### config.mk
export PLATFORM = sky130hd
export DESIGN_NAME = i2c_slave_regif_flat
export DESIGN_NICKNAME = d
export VERILOG_FILES = /design/src/rtl/i2c_pkg.sv /design/src/rtl/i2c_slave_regif_if.sv /design/src/rtl/i2c_line_cond.sv /design/src/rtl/i2c_slave_regif.sv /design/src/flat_wrapper.sv
export SDC_FILE = /design/constraint.sdc
export NUM_CORES = 1
export LEC_CHECK = 0
export ABC_CLOCK_PERIOD_IN_PS = 3250
export CAP_MARGIN = 20
export CORE_ASPECT_RATIO = 1.75
export CORE_MARGIN = 4
export CORE_UTILIZATION = 40
export DETAILED_ROUTE_END_ITERATION = 12
export GPL_TIMING_DRIVEN = 0
export RECOVER_POWER = 100
export SLEW_MARGIN = 20
export SYNTH_ARGS = -nofsm -noshare
export SYNTH_HDL_FRONTEND = slang
export SYNTH_HIERARCHICAL = 1
export SYNTH_SLANG_ARGS = --single-unit
### constraint.sdc
create_clock -name clk -period 3.25 [get_ports clk]
set_clock_uncertainty 0.1 [all_clocks]
set_input_delay 0.65 -clock clk [delete_from_list [all_inputs] [get_ports clk]]
set_output_delay 0.65 -clock clk [all_outputs]
set_load 0.02 [all_outputs]
### src/rtl/i2c_pkg.sv
// Shared types for the I2C slave register interface.
// States, ACK levels and byte type.
`timescale 1ns/1ps
package i2c_pkg;

    typedef enum logic [3:0] {
        S_IDLE      = 4'd0,
        S_ADDR      = 4'd1,
        S_ADDR_ACK  = 4'd2,
        S_PTR       = 4'd3,
        S_PTR_ACK   = 4'd4,
        S_WDATA     = 4'd5,
        S_WDATA_ACK = 4'd6,
        S_RDATA     = 4'd7,
        S_RDATA_ACK = 4'd8,
        S_WAIT_STOP = 4'd9
    } i2c_state_t;

    localparam logic I2C_ACK  = 1'b0;
    localparam logic I2C_NACK = 1'b1;

    typedef logic [7:0] i2c_byte_t;

endpackage

### src/rtl/i2c_slave_regif_if.sv
// Register-file bus between the I2C slave and the register file.
// master: the I2C slave side; slave: the register file side.
`timescale 1ns/1ps
interface i2c_slave_regif_if;
    import i2c_pkg::*;

    i2c_byte_t reg_addr;
    i2c_byte_t reg_wdata;
    logic      reg_wr;
    logic      reg_rd;
    i2c_byte_t reg_rdata;

    modport master (
        output reg_addr,
        output reg_wdata,
        output reg_wr,
        output reg_rd,
        input  reg_rdata
    );

    modport slave (
        input  reg_addr,
        input  reg_wdata,
        input  reg_wr,
        input  reg_rd,
        output reg_rdata
    );

endinterface

### src/rtl/i2c_line_cond.sv
// Pad conditioning for one I2C line: synchroniser, glitch filter
// and single-clock rise/fall pulses of the filtered level.
`timescale 1ns/1ps
module i2c_line_cond #(
    parameter int SYNC_STAGES = 2,
    parameter int FILTER_LEN  = 3
) (
    input  logic clk,
    input  logic reset_n,
    input  logic line_in,
    output logic line_f,
    output logic rise,
    output logic fall
);

    localparam int CW = $clog2(FILTER_LEN + 1);

    logic [SYNC_STAGES-1:0] sync_q;
    logic [CW-1:0]          cnt;
    logic                   line_d;
    logic                   sample;

    assign sample = sync_q[SYNC_STAGES-1];

    // Metastability chain; idle bus level is high.
    always_ff @(posedge clk or negedge reset_n) begin
        if (!reset_n) begin
            sync_q <= '1;
        end else begin
            sync_q <= {sync_q[SYNC_STAGES-2:0], line_in};
        end
    end

    // Flip the filtered level only after FILTER_LEN differing samples.
    always_ff @(posedge clk or negedge reset_n) begin
        if (!reset_n) begin
            line_f <= 1'b1;
            cnt    <= '0;
        end else if (sample == line_f) begin
            cnt <= '0;
        end else if (cnt == CW'(FILTER_LEN - 1)) begin
            line_f <= sample;
            cnt    <= '0;
        end else begin
            cnt <= cnt + CW'(1);
        end
    end

    // Delayed copy for edge detection.
    always_ff @(posedge clk or negedge reset_n) begin
        if (!reset_n) begin
            line_d <= 1'b1;
        end else begin
            line_d <= line_f;
        end
    end

    assign rise = line_f & ~line_d;
    assign fall = ~line_f & line_d;

endmodule

### src/rtl/i2c_slave_regif.sv
// I2C slave (7-bit address) bridging bus transfers onto an
// 8-bit register pointer bus; never stretches SCL.
`timescale 1ns/1ps
module i2c_slave_regif
    import i2c_pkg::*;
#(
    parameter logic [6:0] DEV_ADDR    = 7'h42,
    parameter int         SYNC_STAGES = 2,
    parameter int         FILTER_LEN  = 3
) (
    input  logic clk,
    input  logic reset_n,
    input  logic scl_in,
    input  logic sda_in,
    output logic sda_oe,
    output logic busy,
    i2c_slave_regif_if.master rif
);

    logic scl_f, scl_rise, scl_fall;
    logic sda_f, sda_rise, sda_fall;
    logic start_det, stop_det;

    i2c_line_cond #(
        .SYNC_STAGES (SYNC_STAGES),
        .FILTER_LEN  (FILTER_LEN)
    ) u_scl (
        .clk     (clk),
        .reset_n (reset_n),
        .line_in (scl_in),
        .line_f  (scl_f),
        .rise    (scl_rise),
        .fall    (scl_fall)
    );

    i2c_line_cond #(
        .SYNC_STAGES (SYNC_STAGES),
        .FILTER_LEN  (FILTER_LEN)
    ) u_sda (
        .clk     (clk),
        .reset_n (reset_n),
        .line_in (sda_in),
        .line_f  (sda_f),
        .rise    (sda_rise),
        .fall    (sda_fall)
    );

    assign start_det = sda_fall & scl_f;
    assign stop_det  = sda_rise & scl_f;

    i2c_state_t state;
    logic [2:0] bit_cnt;
    logic       got8;
    logic       ack_seen;
    logic       rw;
    logic       rd_s1;
    i2c_byte_t  shifter;
    i2c_byte_t  ptr;
    i2c_byte_t  addr_q;
    i2c_byte_t  wdata_q;
    logic       wr_q;
    logic       rd_q;
    i2c_byte_t  byte_in;

    assign byte_in = {shifter[6:0], sda_f};

    assign rif.reg_addr  = addr_q;
    assign rif.reg_wdata = wdata_q;
    assign rif.reg_wr    = wr_q;
    assign rif.reg_rd    = rd_q;

    // Protocol FSM: bit shifting, ACK driving, pointer and strobes.
    always_ff @(posedge clk or negedge reset_n) begin
        if (!reset_n) begin
            state    <= S_IDLE;
            bit_cnt  <= 3'd7;
            got8     <= 1'b0;
            ack_seen <= 1'b0;
            rw       <= 1'b0;
            rd_s1    <= 1'b0;
            shifter  <= '0;
            ptr      <= '0;
            addr_q   <= '0;
            wdata_q  <= '0;
            wr_q     <= 1'b0;
            rd_q     <= 1'b0;
            sda_oe   <= 1'b0;
            busy     <= 1'b0;
        end else begin
            wr_q  <= 1'b0;
            rd_q  <= 1'b0;
            rd_s1 <= rd_q;
            if (rd_s1) begin
                shifter <= rif.reg_rdata;
                if (state == S_RDATA) begin
                    sda_oe <= ~rif.reg_rdata[7];
                end
            end
            if (start_det) begin
                state    <= S_ADDR;
                bit_cnt  <= 3'd7;
                got8     <= 1'b0;
                ack_seen <= 1'b0;
                busy     <= 1'b1;
                sda_oe   <= 1'b0;
            end else if (stop_det) begin
                state    <= S_IDLE;
                got8     <= 1'b0;
                ack_seen <= 1'b0;
                busy     <= 1'b0;
                sda_oe   <= 1'b0;
            end else begin
                unique case (state)
                    S_ADDR, S_PTR, S_WDATA: begin
                        if (scl_rise) begin
                            shifter <= byte_in;
                            if (bit_cnt == 3'd0) begin
                                got8 <= 1'b1;
                                if (state == S_WDATA) begin
                                    wr_q    <= 1'b1;
                                    wdata_q <= byte_in;
                                    addr_q  <= ptr;
                                end
                            end else begin
                                bit_cnt <= bit_cnt - 3'd1;
                            end
                        end else if (scl_fall && got8) begin
                            got8 <= 1'b0;
                            if (state == S_ADDR) begin
                                if (shifter[7:1] == DEV_ADDR) begin
                                    sda_oe <= 1'b1;
                                    rw     <= shifter[0];
                                    state  <= S_ADDR_ACK;
                                end else begin
                                    state <= S_WAIT_STOP;
                                end
                            end else if (state == S_PTR) begin
                                ptr    <= shifter;
                                sda_oe <= 1'b1;
                                state  <= S_PTR_ACK;
                            end else begin
                                sda_oe <= 1'b1;
                                state  <= S_WDATA_ACK;
                            end
                        end
                    end
                    S_ADDR_ACK: begin
                        if (scl_fall) begin
                            sda_oe  <= 1'b0;
                            bit_cnt <= 3'd7;
                            if (!rw) begin
                                state <= S_PTR;
                            end else begin
                                rd_q   <= 1'b1;
                                addr_q <= ptr;
                                state  <= S_RDATA;
                            end
                        end
                    end
                    S_PTR_ACK: begin
                        if (scl_fall) begin
                            sda_oe  <= 1'b0;
                            bit_cnt <= 3'd7;
                            state   <= S_WDATA;
                        end
                    end
                    S_WDATA_ACK: begin
                        if (scl_fall) begin
                            sda_oe  <= 1'b0;
                            ptr     <= ptr + 8'd1;
                            bit_cnt <= 3'd7;
                            state   <= S_WDATA;
                        end
                    end
                    S_RDATA: begin
                        if (scl_fall) begin
                            if (bit_cnt == 3'd0) begin
                                sda_oe <= 1'b0;
                                state  <= S_RDATA_ACK;
                            end else begin
                                shifter <= {shifter[6:0], 1'b0};
                                sda_oe  <= ~shifter[6];
                                bit_cnt <= bit_cnt - 3'd1;
                            end
                        end
                    end
                    S_RDATA_ACK: begin
                        if (scl_rise) begin
                            if (sda_f == I2C_ACK) begin
                                ptr      <= ptr + 8'd1;
                                rd_q     <= 1'b1;
                                addr_q   <= ptr + 8'd1;
                                ack_seen <= 1'b1;
                            end else begin
                                state <= S_WAIT_STOP;
                            end
                        end else if (scl_fall && ack_seen) begin
                            ack_seen <= 1'b0;
                            sda_oe   <= ~shifter[7];
                            bit_cnt  <= 3'd7;
                            state    <= S_RDATA;
                        end
                    end
                    S_IDLE, S_WAIT_STOP: begin
                        sda_oe <= 1'b0;
                    end
                    default: begin
                        state <= S_IDLE;
                    end
                endcase
            end
        end
    end

endmodule
### src/flat_wrapper.sv
// flat-port wrapper written by rule: the top's interface ports become plain ports
module i2c_slave_regif_flat import i2c_pkg::*;
#(
    parameter logic [6:0] DEV_ADDR    = 7'h42,
    parameter int         SYNC_STAGES = 2,
    parameter int         FILTER_LEN  = 3
)
  (clk, reset_n, scl_in, sda_in, sda_oe, busy, rif_reg_addr, rif_reg_wdata, rif_reg_wr, rif_reg_rd, rif_reg_rdata);
  i2c_slave_regif_if rif_i ();
  input  logic clk;
  input  logic reset_n;
  input  logic scl_in;
  input  logic sda_in;
  output logic sda_oe;
  output logic busy;
  output wire logic [$bits(rif_i.reg_addr)-1:0] rif_reg_addr;
  output wire logic [$bits(rif_i.reg_wdata)-1:0] rif_reg_wdata;
  output wire logic [$bits(rif_i.reg_wr)-1:0] rif_reg_wr;
  output wire logic [$bits(rif_i.reg_rd)-1:0] rif_reg_rd;
  input wire logic [$bits(rif_i.reg_rdata)-1:0] rif_reg_rdata;
  assign rif_reg_addr = rif_i.reg_addr;
  assign rif_reg_wdata = rif_i.reg_wdata;
  assign rif_reg_wr = rif_i.reg_wr;
  assign rif_reg_rd = rif_i.reg_rd;
  assign rif_i.reg_rdata = rif_reg_rdata;
  i2c_slave_regif #(.DEV_ADDR(DEV_ADDR), .SYNC_STAGES(SYNC_STAGES), .FILTER_LEN(FILTER_LEN)) u_core (.clk(clk), .reset_n(reset_n), .scl_in(scl_in), .sda_in(sda_in), .sda_oe(sda_oe), .busy(busy), .rif(rif_i));
endmodule
## Yosys cells after proc, flatten, opt, wreduce, memory -nomap -nowiden

Cells that the tools add are included.

- Register bits: 59
- Output and inout bits: 20

- $add $sub $neg: 4
- Equality and inequality tests: 43
- Mux-type cells: 91
- Bitwise operators: 18
- Reductions and logical operators: 26

Operators by type and width:

| kind | number |
|---|---|
| 8-bit 2-to-1 mux | 18 |
| 4-bit 2-to-1 mux | 13 |
| 8-bit case mux with 3 select lines | 2 |
| 1-bit 2-to-1 mux | 39 |
| 3-bit 2-to-1 mux | 9 |
| 4-bit case mux with 6 select lines | 1 |
| 2-bit by 1-bit != test with 1-bit output, second input constant | 10 |
| 10-bit AND reduction | 2 |
| 4-bit by 3-bit equality test with 1-bit output, second input constant | 4 |
| 4-bit by 1-bit != test with 1-bit output, second input constant | 4 |
| 8-bit case mux with 2 select lines | 1 |
| 3-bit by 1-bit != test with 1-bit output, second input constant | 5 |
| 7-bit AND reduction | 2 |
| 4-bit != test, second input constant | 3 |
| 1-bit NOT | 12 |
| 3-bit case mux with 4 select lines | 1 |
| 3-bit nonzero test | 4 |
| 2-bit 2-to-1 mux | 5 |
| 9-bit AND reduction | 1 |
| 8-bit by 1-bit adder with 8-bit output, second input constant | 1 |
| 4-bit by 2-bit equality test with 1-bit output, second input constant | 2 |
| 4-bit equality test, second input constant | 2 |
| 4-bit nonzero test | 2 |
| 7-bit equality test, second input constant | 1 |
| other kinds (23) | 38 |

## Logic depth before layout (Yosys ltp)

Gate-level depths: netlist of the first run.

- Depth in word-level cells: 10
- Gate-level depth with buffers: 8
- Depth with buffers taken out: 7

## Hierarchy

The synthesis of the first run kept the hierarchy.

By module, submodules not included:

| module | times used | cells each | area an instance (um^2) | sequential area each (um^2) |
|---|---|---|---|---|
| i2c_slave_regif | 1 | 292 | 2,914.0 | 1,179.9 |
| i2c_line_cond at u_core.u_sda | 1 | 13 | 224.0 | 155.1 |
| i2c_line_cond at u_core.u_scl | 1 | 13 | 215.2 | 155.1 |

## Worst setup path before layout of the first run

No wires, ideal clock.

- Kind: register to register
- Start: register u_core.u_sda.line_f
- End: register u_core.addr_q[0], in the netlist u_core/rif.reg_addr[0]
- Library setup time: 125 ps
- Arrival: 2,050 ps
- Setup slack: 975 ps
- Stages on the path, launching flop included: 6
- Buffers on the path: 0
- Cell sequence: dfstp_2 -> and2b_1 -> o21ai_0 -> o21ai_4 -> nor3_4 -> mux2_4

- Cells in the longest elaborated chain, start to end: 5

Ends and longest elaborated chain:

| element | line | text |
|---|---|---|
| from (decl) | i2c_line_cond.sv:11 | `output logic line_f,` |
| from (signal assigned) | i2c_line_cond.sv:42 | `line_f <= sample;` |
| 1-bit NOT | -- |  |
| 1-bit bitwise AND | i2c_line_cond.sv:59 | `assign fall = ~line_f & line_d;` |
| net u_core.sda_fall | i2c_slave_regif.sv:21 | `logic sda_f, sda_rise, sda_fall;` |
| 1-bit bitwise AND | i2c_slave_regif.sv:48 | `assign start_det = sda_fall & scl_f;` |
| 1-bit NOT (no line) | -- |  |
| 10-bit AND reduction (no line) | -- |  |
| to (signal assigned) | i2c_slave_regif.sv:122 | `addr_q <= ptr;` |
| to (signal assigned) | i2c_slave_regif.sv:155 | `addr_q <= ptr;` |
| to (signal assigned) | i2c_slave_regif.sv:192 | `addr_q <= ptr + 8'd1;` |
| to (decl) | i2c_slave_regif.sv:59 | `i2c_byte_t addr_q;` |

The timed path passes the listed nets, and every way through them passes these cells.
A chain may end at the register's enable or synchronous reset.

## Final worst setup path of the first run

- Start: register u_core.state[0]
- End: register u_core.sda_oe

- Cells in the longest elaborated chain, start to end: 10

Ends and longest elaborated chain:

| element | line | text |
|---|---|---|
| from (decl) | i2c_slave_regif.sv:51 | `i2c_state_t state;` |
| from (signal assigned) | i2c_slave_regif.sv:75 | `state <= S_IDLE;` |
| from (signal assigned) | i2c_slave_regif.sv:100 | `state <= S_ADDR;` |
| from (signal assigned) | i2c_slave_regif.sv:107 | `state <= S_IDLE;` |
| 4-bit by 3-bit equality test with 1-bit output | i2c_slave_regif.sv:95, i2c_slave_regif.sv:113 |  |
| 1-bit 2-to-1 mux | i2c_slave_regif.sv:95 | `if (state == S_RDATA) begin` |
| 1-bit 2-to-1 mux | i2c_slave_regif.sv:93 | `if (rd_s1) begin` |
| 1-bit 2-to-1 mux | i2c_slave_regif.sv:130 | `if (shifter[7:1] == DEV_ADDR) begin` |
| 1-bit 2-to-1 mux | i2c_slave_regif.sv:129 | `if (state == S_ADDR) begin` |
| 1-bit 2-to-1 mux | i2c_slave_regif.sv:127 | `end else if (scl_fall && got8) begin` |
| 1-bit 2-to-1 mux | i2c_slave_regif.sv:115 | `if (scl_rise) begin` |
| 1-bit case mux with 5 select lines * | i2c_slave_regif.sv:113 | `unique case (state)` |
| 1-bit 2-to-1 mux * | i2c_slave_regif.sv:106 | `end else if (stop_det) begin` |
| 1-bit 2-to-1 mux * | i2c_slave_regif.sv:99 | `if (start_det) begin` |
| to (signal assigned) | i2c_slave_regif.sv:96 | `sda_oe <= ~rif.reg_rdata[7];` |
| to (signal assigned) | i2c_slave_regif.sv:182 | `sda_oe <= ~shifter[6];` |
| to (signal assigned) | i2c_slave_regif.sv:199 | `sda_oe <= ~shifter[7];` |
| to (decl) | i2c_slave_regif.sv:15 | `output logic sda_oe,` |

Every way passes the cells marked *; elsewhere a longest branch is shown, timed or not.

==> results.sh, run 1 <==
export IMPL_status="finished with violations"
export IMPL_violations="max-capacitance violations, max-slew violations"
export IMPL_min_period_ns=2.83
export IMPL_wl_met1_um=3070
export IMPL_post_cts_resized=0
export IMPL_core_mm2=0.00826
export IMPL_grt_max_degree=31
export IMPL_drtIter0Drc=143
export IMPL_avgSynthCellArea_um2=10.5
export IMPL_yosys_warnings=6
export IMPL_hpwl_um=5880
export IMPL_ios=32
export IMPL_n_antenna_cell=0
export IMPL_synth_cell_type_count=65
export IMPL_drv_cap=1
export IMPL_r2r_end="u_core/sda_oe"
export IMPL_grt_remaining_overflow=0
export IMPL_drc=0
export IMPL_fin_crit_sh=0.870
export IMPL_yosys_area_top_type="dfrtp_1"
export IMPL_netlist_area_mm2=0.00335
export IMPL_antenna_found_initial=0
export IMPL_wl_met2_um=4350
export IMPL_clockBufferDepth=2
export IMPL_cts_setup_buffers=0
export IMPL_area_delta_synth_final_pct=19.7
export IMPL_worstPathArrival_ns=2.98
export IMPL_nets=376
export IMPL_fmax_mhz=354
export IMPL_die_h_um=129
export IMPL_final_util=0.486
export IMPL_die_area_mm2=0.00997
export IMPL_hold_viol=0
export IMPL_ff2ff_setup_slack_ns=0.42
export IMPL_endpoint_kind="flip-flop"
export IMPL_grt_pass1_vias=2686
export IMPL_highest_layer="met4"
export IMPL_maxSlewViolCount=31
export IMPL_first_pass_iters=4
export IMPL_cts_buffers_inserted=9
export IMPL_grtUsageTotal=0.172
export IMPL_syn_instance_count=318
export IMPL_synth_seq_cells=59
export IMPL_ant_nets=0
export IMPL_dr_wl_met3_um=304
export IMPL_clock_sinks=59
export IMPL_drt_total_wl_um=8070
export IMPL_cts_root_buf="clkbuf_16"
export IMPL_rsz0062_at_grt="false"
export IMPL_synth_top_area_frac=0.358
export IMPL_power_density_mw_per_mm2=1020
export IMPL_instances_no_fill=458
export IMPL_rows=44
export IMPL_crit_start="u_core/state[0]"
export IMPL_p_leak_nw=1.68
export IMPL_postCtsHoldBufs=0
export IMPL_worst_endpoint_required_ns=3.40
export IMPL_yosysSeqAreaShare=0.444
export IMPL_worst_hold_path_type="flip-flop to flip-flop"
export IMPL_path_clk_slew_ns=0.05
export IMPL_dp_cells=442
export IMPL_relSlewSlack=-0.0297
export IMPL_synth_edf_count=0
export IMPL_worstReg2RegStart="u_core/state[0]"
export IMPL_die_x_um=77.2
export IMPL_path_class="flip-flop to flip-flop"
export IMPL_fin_setup_tns_ns=0
export IMPL_cts_tree="yes"
export IMPL_worst_r2r_cell_count=7
export IMPL_htree_levels=3
export IMPL_via_count=2608
export IMPL_drive_gt1_frac=0.172
export IMPL_vias_per_cell=5.69
export IMPL_initial_core_util=0.406
export IMPL_crit_end="u_core/sda_oe"
export IMPL_critPathLaunchType="flip-flop"
export IMPL_grt_pass1_wl_um=13200
export IMPL_synth_nets=333
export IMPL_tightest_slew_ns=1.54
export IMPL_portBuffers=31
export IMPL_insertion_delay_ns=0.33
export IMPL_wire_per_inst_um=17.6
export IMPL_gp_congestion=0.927
export IMPL_path_max_fanout=10
export IMPL_synth_area_leaders="dfrtp_1 (36%), dfstp_2 (8.6%), mux2_4 (4.5%)"
export IMPL_synthArstFlopShare=1.00
export IMPL_ir_drop_uv=374
export IMPL_synth_flop_cell="dfrtp_1"
export IMPL_setup_viol=0
## layout make-up
type	instances	area, um^2
tap	92	115
fill	780	4250
timing repair buffer	32	309
inverter	6	22.5
multi-input combinational	237	1660
clock inverter	4	50.0
sequential	59	1490
buffer	16	109
clock buffer	12	256
## layout by cell type, fill, tap and decap left out, types with 7 or more instances in the layout
cell / synthesis / final
nor2_1: 17 / 17
dlygate4sd3_1: 0 / 22
nand2_1: 37 / 37
dfrtp_1: 48 / 48
clkbuf_1: 3 / 7
dfstp_2: 11 / 9
a21oi_1: 19 / 21
mux2_2: 9 / 9
mux2i_1: 13 / 13
nand2b_1: 9 / 9
clkbuf_16: 0 / 9
o21ai_0: 18 / 19
nor2b_1: 10 / 10
clkdlybuf4s50_1: 0 / 8
xnor2_1: 9 / 9
mux2_1: 0 / 9
## registers in the layout, indices dropped and copies added, names as in the netlist, 2 cells and up
signal and cells:
u_core/u_scl/cnt 2, u_core/bit_cnt 3, u_core/ptr 8, u_core/u_sda/sync_q 2, u_core/shifter 8, u_core/state 4
u_core/u_scl/sync_q 2, u_core/rif.reg_addr 8, u_core/rif.reg_wdata 8, u_core/u_sda/cnt 2
## per-stage QoR
step           hold WS [ns]  instance area, um^2  power, mW  worst slack (ns)
6_report              0.255                 4010       4.10             0.422
5_1_grt               0.263                 4010       4.37             0.211
4_1_cts               0.153                 4100       4.30             0.514
3_5_place_dp          0.249                 3800       3.31             0.527
3_3_place_gp          0.246                 3780       3.26            -0.478
2_1_floorplan         0.245                 3350       2.75             0.975
## synth_stat cells (9+ instances only)
library cell	instances
a21oi_1	19
dfrtp_1	48
dfstp_2	11
mux2_2	9
mux2_4	10
mux2i_1	13
nand2_1	37
nand2b_1	9
nor2_1	17
nor2b_1	10
o21ai_0	18
xnor2_1	9
## per-layer routing
metal / GRT usage / vias up
li1: - / 1221
met1: 0.179 / 1280
met2: 0.299 / 79
met3: 0.0494 / 28
met4: 0.116 / 0
met5: 0 / -
## where the power goes
group,internal [mW],switching [mW]
logic,0.799,1.03
clock network,0.633,0.333
registers,1.02,0.274
## cell families after synthesis
group	synth area share
xor gates and xnor gates	0.0287
AOI/OAI and AO/OA	0.162
and+or+nand+nor	0.200
adders and majority gates	0.0112
buffers and inverters	0.0399
muxes	0.114
DFF	0.444
## worst min path at each step
stage / depth (start not counted) / start / slack (ns) / to
floorplan: 0 / reset_n / 0.25 / u_core/ack_seen
global placement: 0 / u_core/u_sda/sync_q[0] / 0.25 / u_core/u_sda/sync_q[1]
detailed placement: 0 / u_core/u_sda/sync_q[0] / 0.25 / u_core/u_sda/sync_q[1]
CTS: 1 / reset_n / 0.15 / u_core/rif.reg_wdata[6]
global route: 0 / u_core/u_sda/sync_q[0] / 0.26 / u_core/u_sda/sync_q[1]
finish: 0 / u_core/u_sda/sync_q[0] / 0.25 / u_core/u_sda/sync_q[1]
## critical path: stages (launching register included)
cell and delay, ns:
dfrtp_1 0.35, buf_2 0.17, clkbuf_1 0.28, nor4b_2 1.01, nand2_1 0.31, nor3b_1 0.25, o21ai_0 0.10, a31oi_1 0.18
Note: power is estimated with default switching activity, not from simulation.
==> run 2, diff against run 1 <==
--- a/config.mk
+++ b/config.mk
@@ -14,4 +14,5 @@
 export GPL_TIMING_DRIVEN = 0
 export RECOVER_POWER = 100
+export SKIP_LAST_GASP = 1
 export SLEW_MARGIN = 20
 export SYNTH_ARGS = -nofsm -noshare
==> constraint.sdc (replaced) <==
create_clock -name clk -period 3.25 [get_ports clk]
set_clock_uncertainty 0.1 [all_clocks]
set_input_delay 0.325 -clock clk [delete_from_list [all_inputs] [get_ports clk]]
set_output_delay 0.325 -clock clk [all_outputs]
set_load 0.02 [all_outputs]
==> results.sh, run 2 (synthesized netlist as in run 1, its figures left out) <==
export IMPL_status="finished with violations"
export IMPL_violations="max-capacitance violations, max-slew violations"
export IMPL_grt_max_degree=31
export IMPL_path_clk_slew_ns=0.05
export IMPL_first_pass_iters=5
export IMPL_place_area_mm2=0.00380
export IMPL_switching_share=0.400
export IMPL_ir_drop_uv=374
export IMPL_highest_layer="met4"
export IMPL_instances_no_fill=459
export IMPL_path_max_fanout=10
export IMPL_ant_nets=0
export IMPL_maxSlewViolCount=31
export IMPL_drive_gt1_frac=0.172
export IMPL_insertion_delay_ns=0.33
export IMPL_area_delta_synth_final_pct=20.0
export IMPL_pwr_share_clk=0.236
export IMPL_critPathLaunchType="flip-flop"
export IMPL_regArea_mm2=0.00149
export IMPL_grtUsageTotal=0.172
export IMPL_hpwl_um=5880
export IMPL_initial_core_util=0.406
export IMPL_ios=32
export IMPL_fmax_mhz=350
export IMPL_core_mm2=0.00826
export IMPL_cts_tree="yes"
export IMPL_p_comb_frac=0.447
export IMPL_endpoint_kind="flip-flop"
export IMPL_gp_congestion=0.927
export IMPL_die_x_um=77.2
export IMPL_portBuffers=31
export IMPL_worst_hold_path_type="flip-flop to flip-flop"
export IMPL_fin_crit_sh=0.879
export IMPL_crit_chain="buf_2, clkbuf_1, nor4b_2, nand2_1, nor3b_1, o21ai_0, a31oi_1"
export IMPL_power_switching_mw=1.64
export IMPL_final_common_cell="dfrtp_1"
export IMPL_grt_pass1_vias=2688
export IMPL_rsz0062_at_grt="false"
export IMPL_p_leak_nw=1.68
export IMPL_power_density_mw_per_mm2=1020
export IMPL_cts_buffers_inserted=9
export IMPL_dp_cells=442
export IMPL_wl_met2_um=4330
export IMPL_drc=0
export IMPL_tightest_slew_ns=1.55
export IMPL_n_antenna_cell=0
export IMPL_vias_per_cell=5.66
export IMPL_wire_per_inst_um=17.6
export IMPL_slowest_delay_ns=1.03
export IMPL_drv_cap=1
export IMPL_min_period_ns=2.86
export IMPL_cts_root_buf="clkbuf_16"
export IMPL_nets=377
export IMPL_antenna_found_initial=0
export IMPL_hold_viol=0
export IMPL_htree_levels=3
export IMPL_grt_remaining_overflow=0
export IMPL_via_count=2596
export IMPL_fin_setup_tns_ns=0
export IMPL_worstPathArrival_ns=3.01
export IMPL_internal_power_mw=2.46
export IMPL_fill_cells=778
export IMPL_drt_total_wl_um=8080
export IMPL_setup_viol=0
export IMPL_multiInputGateArea_mm2=0.00166
export IMPL_path_class="flip-flop to flip-flop"
export IMPL_dr_wl_met3_um=296
export IMPL_seqPwrFrac=0.317
export IMPL_fin_area_mm2=0.00402
export IMPL_grt_pass1_wl_um=13200
export IMPL_wl_met1_um=3090
export IMPL_critical_path_slowest_cell="nor4b_2"
export IMPL_relSlewSlack=-0.0351
export IMPL_clockBufferDepth=2
export IMPL_drtIter0Drc=143
export IMPL_rows=44
export IMPL_die_h_um=129
export IMPL_mostFrequentLayoutCells="dfrtp_1 (48), nand2_1 (37), dlygate4sd3_1 (23)"
export IMPL_worst_endpoint_required_ns=3.40
export IMPL_die_area_mm2=0.00997
export IMPL_clock_sinks=59
run 2: cell count changes in the layout (fill, tap and decap cells not counted):
cell and delta:
dlygate4sd3_1 +1
run 2: worst max-delay path, delay by kind of cell, from the launching register on:
family	cells	cell delay (ns)
and+or+nand+nor	3	1.60
DFF	1	0.35
buffers and inverters	2	0.45
AOI/OAI and AO/OA	2	0.28
run 2: final timing paths:
path                                              from                     end  slack [ns]  depth (start not counted)
worst max-delay path                   u_core/state[0]           u_core/sda_oe        0.39                          7
worst min-delay path            u_core/u_sda/sync_q[0]  u_core/u_sda/sync_q[1]        0.25                          0
worst max register to register         u_core/state[0]           u_core/sda_oe        0.39                          7
worst min register to register  u_core/u_sda/sync_q[0]  u_core/u_sda/sync_q[1]        0.25                          0
max in group asynchronous                      reset_n  u_core/rif.reg_addr[1]        0.76                          3
min in group asynchronous                      reset_n       u_core/rif.reg_wr        0.82                          2
run 2: timing repair:
item,CTS,global route
buffers inserted,0,0
hold endpoints to repair,18,0
hold buffers,1,0
resized for setup,0,0
run 2: power groups by stage:
| stage | clock network [mW] | registers, mW | logic, mW |
|---|---|---|---|
| floorplan | 0 | 1.31 | 1.44 |
| finish | 0.968 | 1.30 | 1.83 |
| CTS | 0.992 | 1.31 | 2.00 |
| detailed placement | 0 | 1.32 | 1.99 |
| global route | 1.03 | 1.34 | 2.00 |
| global placement | 0 | 1.31 | 1.95 |
run 2: area by class of cell:
type / count / share of cell area
inverter: 6 / 0.00560
clock inverter: 4 / 0.0124
clock buffer: 12 / 0.0638
multi-input combinational: 237 / 0.413
timing repair buffer: 33 / 0.0793
tap: 92 / 0.0286
sequential: 59 / 0.370
buffer: 16 / 0.0271
run 2: layer usage:
metal / global-route usage / up-vias
met5: 0 / -
met4: 0.116 / 0
met3: 0.0487 / 26
met2: 0.300 / 75
li1: - / 1222
met1: 0.178 / 1273
run 2: per-stage QoR:
stage                     utilization  total power, mW  worst slack, ns  hold WS (ns)
after floorplan                     -             2.75            0.975       -0.0706
after global placement          0.458             3.26           -0.153         0.246
after detailed placement        0.460             3.31            0.527         0.183
after CTS                       0.498             4.31            0.514         0.256
after global routing            0.487             4.37            0.211         0.263
final                           0.487             4.10            0.392         0.255
==> run 3, diff against run 2 <==
- CORE_UTILIZATION: 40 -> 35
- CTS_CLUSTER_DIAMETER: unset -> 80
- GPL_TIMING_DRIVEN: 0 -> unset
==> results.sh, run 3 (synthesized netlist as in run 1, its figures left out) <==
export IMPL_status="finished with violations"
export IMPL_violations="max-capacitance violations, max-slew violations"
export IMPL_postCtsHoldBufs=0
export IMPL_area_delta_synth_final_pct=20.4
export IMPL_drive_gt1_frac=0.164
export IMPL_instances_no_fill=481
export IMPL_path_class="flip-flop to flip-flop"
export IMPL_power_density_mw_per_mm2=1020
export IMPL_antenna_found_initial=0
export IMPL_drt_total_wl_um=7840
export IMPL_cts_tree="yes"
export IMPL_drv_cap=1
export IMPL_worst_slack_ns=0.479
export IMPL_ios=32
export IMPL_cpMostUsedCell="nor2b_1"
export IMPL_tightest_slew_ns=1.82
export IMPL_grt_pass1_wl_um=12800
export IMPL_crit_start="u_core/u_scl/line_f"
export IMPL_cts_buffers_inserted=9
export IMPL_slowest_delay_ns=0.71
export IMPL_p_leak_nw=1.67
export IMPL_grt_max_degree=35
export IMPL_critPathLaunchType="flip-flop"
export IMPL_post_cts_resized=0
export IMPL_fin_crit_sh=0.853
export IMPL_setup_viol=0
export IMPL_die_area_mm2=0.0113
export IMPL_initial_core_util=0.356
export IMPL_hpwl_um=5820
export IMPL_vias_per_cell=5.32
export IMPL_die_x_um=82.0
export IMPL_fin_area_mm2=0.00404
export IMPL_critical_path_slowest_cell="dfstp_1"
export IMPL_fin_setup_tns_ns=0
export IMPL_place_area_mm2=0.00377
export IMPL_dp_slack_ns=0.589
export IMPL_grt_remaining_overflow=0
export IMPL_worst_endpoint_required_ns=3.35
export IMPL_min_period_ns=2.77
export IMPL_clock_sinks=59
export IMPL_multiInputGateArea_mm2=0.00169
export IMPL_grtUsageTotal=0.152
export IMPL_n_antenna_cell=0
export IMPL_path_buf_inv=1
export IMPL_ant_nets=0
export IMPL_drc=0
export IMPL_final_util=0.429
export IMPL_worstPathArrival_ns=2.88
export IMPL_crit_chain="nor2b_1, clkbuf_1, nor2b_1, o21ai_4, a211oi_4, o21ai_0, a22o_1"
export IMPL_worstReg2RegStart="u_core/u_scl/line_f"
export IMPL_maxSlewViolCount=35
export IMPL_insertion_delay_ns=0.32
export IMPL_final_common_cell="dfrtp_1"
export IMPL_hold_worst_slack_ns=0.254
export IMPL_mostFrequentLayoutCells="dfrtp_1 (48), nand2_1 (37), dlygate4sd3_1 (22)"
export IMPL_core_mm2=0.00941
export IMPL_wire_per_inst_um=16.3
export IMPL_worst_hold_path_type="flip-flop to flip-flop"
export IMPL_power_mw=4.12
export IMPL_hold_viol=0
export IMPL_hold_path_startpoint="u_core/u_sda/sync_q[0]"
export IMPL_fill_cells=927
export IMPL_via_count=2558
export IMPL_first_pass_iters=4
export IMPL_die_h_um=137
export IMPL_ir_drop_uv=449
export IMPL_rows=47
export IMPL_critical_path_top_delay_family="compound AO/OA/AOI/OAI gates"
export IMPL_gp_congestion=0.883
export IMPL_nets=369
export IMPL_grt_pass1_vias=2514
export IMPL_regArea_mm2=0.00149
export IMPL_path_clk_slew_ns=0.05
export IMPL_drtIter0Drc=121
export IMPL_relSlewSlack=-0.215
export IMPL_endpoint_kind="flip-flop"
export IMPL_clockBufferDepth=2
export IMPL_path_max_fanout=11
export IMPL_dp_cells=465
export IMPL_htree_levels=3
export IMPL_cts_setup_buffers=0
export IMPL_cts_root_buf="clkbuf_16"
export IMPL_fmax_mhz=361
export IMPL_rsz0062_at_grt="false"
export IMPL_portBuffers=31
==> run 3: cell count changes in the layout (fill, tap and decap cells not counted), sizes merged <==
cell         change
clkinvlp         -2
clkbuf           -2
clkinv           +1
dlygate4sd3      -1
buf              -5
bufinv           +1
==> run 3: area by class of cell <==
cell class	instances	share of cell area
multi-input combinational	237	0.418
inverter	6	0.00558
timing repair buffer	41	0.0905
sequential	59	0.369
clock buffer	12	0.0611
tap	122	0.0378
clock inverter	4	0.0183
==> run 3: path summary, 6_finish.rpt <==
check / slack (ns) / cells past startpoint / end
worst max-delay path: 0.48 / 7 / u_core/ptr[0]
worst min-delay path: 0.25 / 0 / u_core/u_sda/sync_q[1]
worst max register to register: 0.48 / 7 / u_core/ptr[0]
worst min register to register: 0.25 / 0 / u_core/u_sda/sync_q[1]
max in group asynchronous: 1.15 / 2 / u_core/state[2]
min in group asynchronous: 0.39 / 1 / u_core/rif.reg_wr
==> run 3: worst reg2reg max path, delay by kind of cell, from the launching register on <==
family	cells	cell delay, ns
AOI/OAI and AO/OA	4	0.93
DFF	1	0.71
and+or+nand+nor	2	0.55
buffers and inverters	1	0.36
==> run 3: where the power goes <==
group / internal (mW) / switching [mW]
combinational: 0.788 / 0.958
sequential: 1.02 / 0.335
clock: 0.692 / 0.324
==> run 3: metal layers <==
layer | vias to the layer above | part of all wire | wire [um] | GRT usage
met4 | 0 | 0.045 | 353 | 0.0924
met1 | 1258 | 0.37 | 2900 | 0.159
met3 | 25 | 0.037 | 289 | 0.0314
met5 | - | 0 | 0 | 0
li1 | 1211 | - | - | -
met2 | 64 | 0.55 | 4300 | 0.269
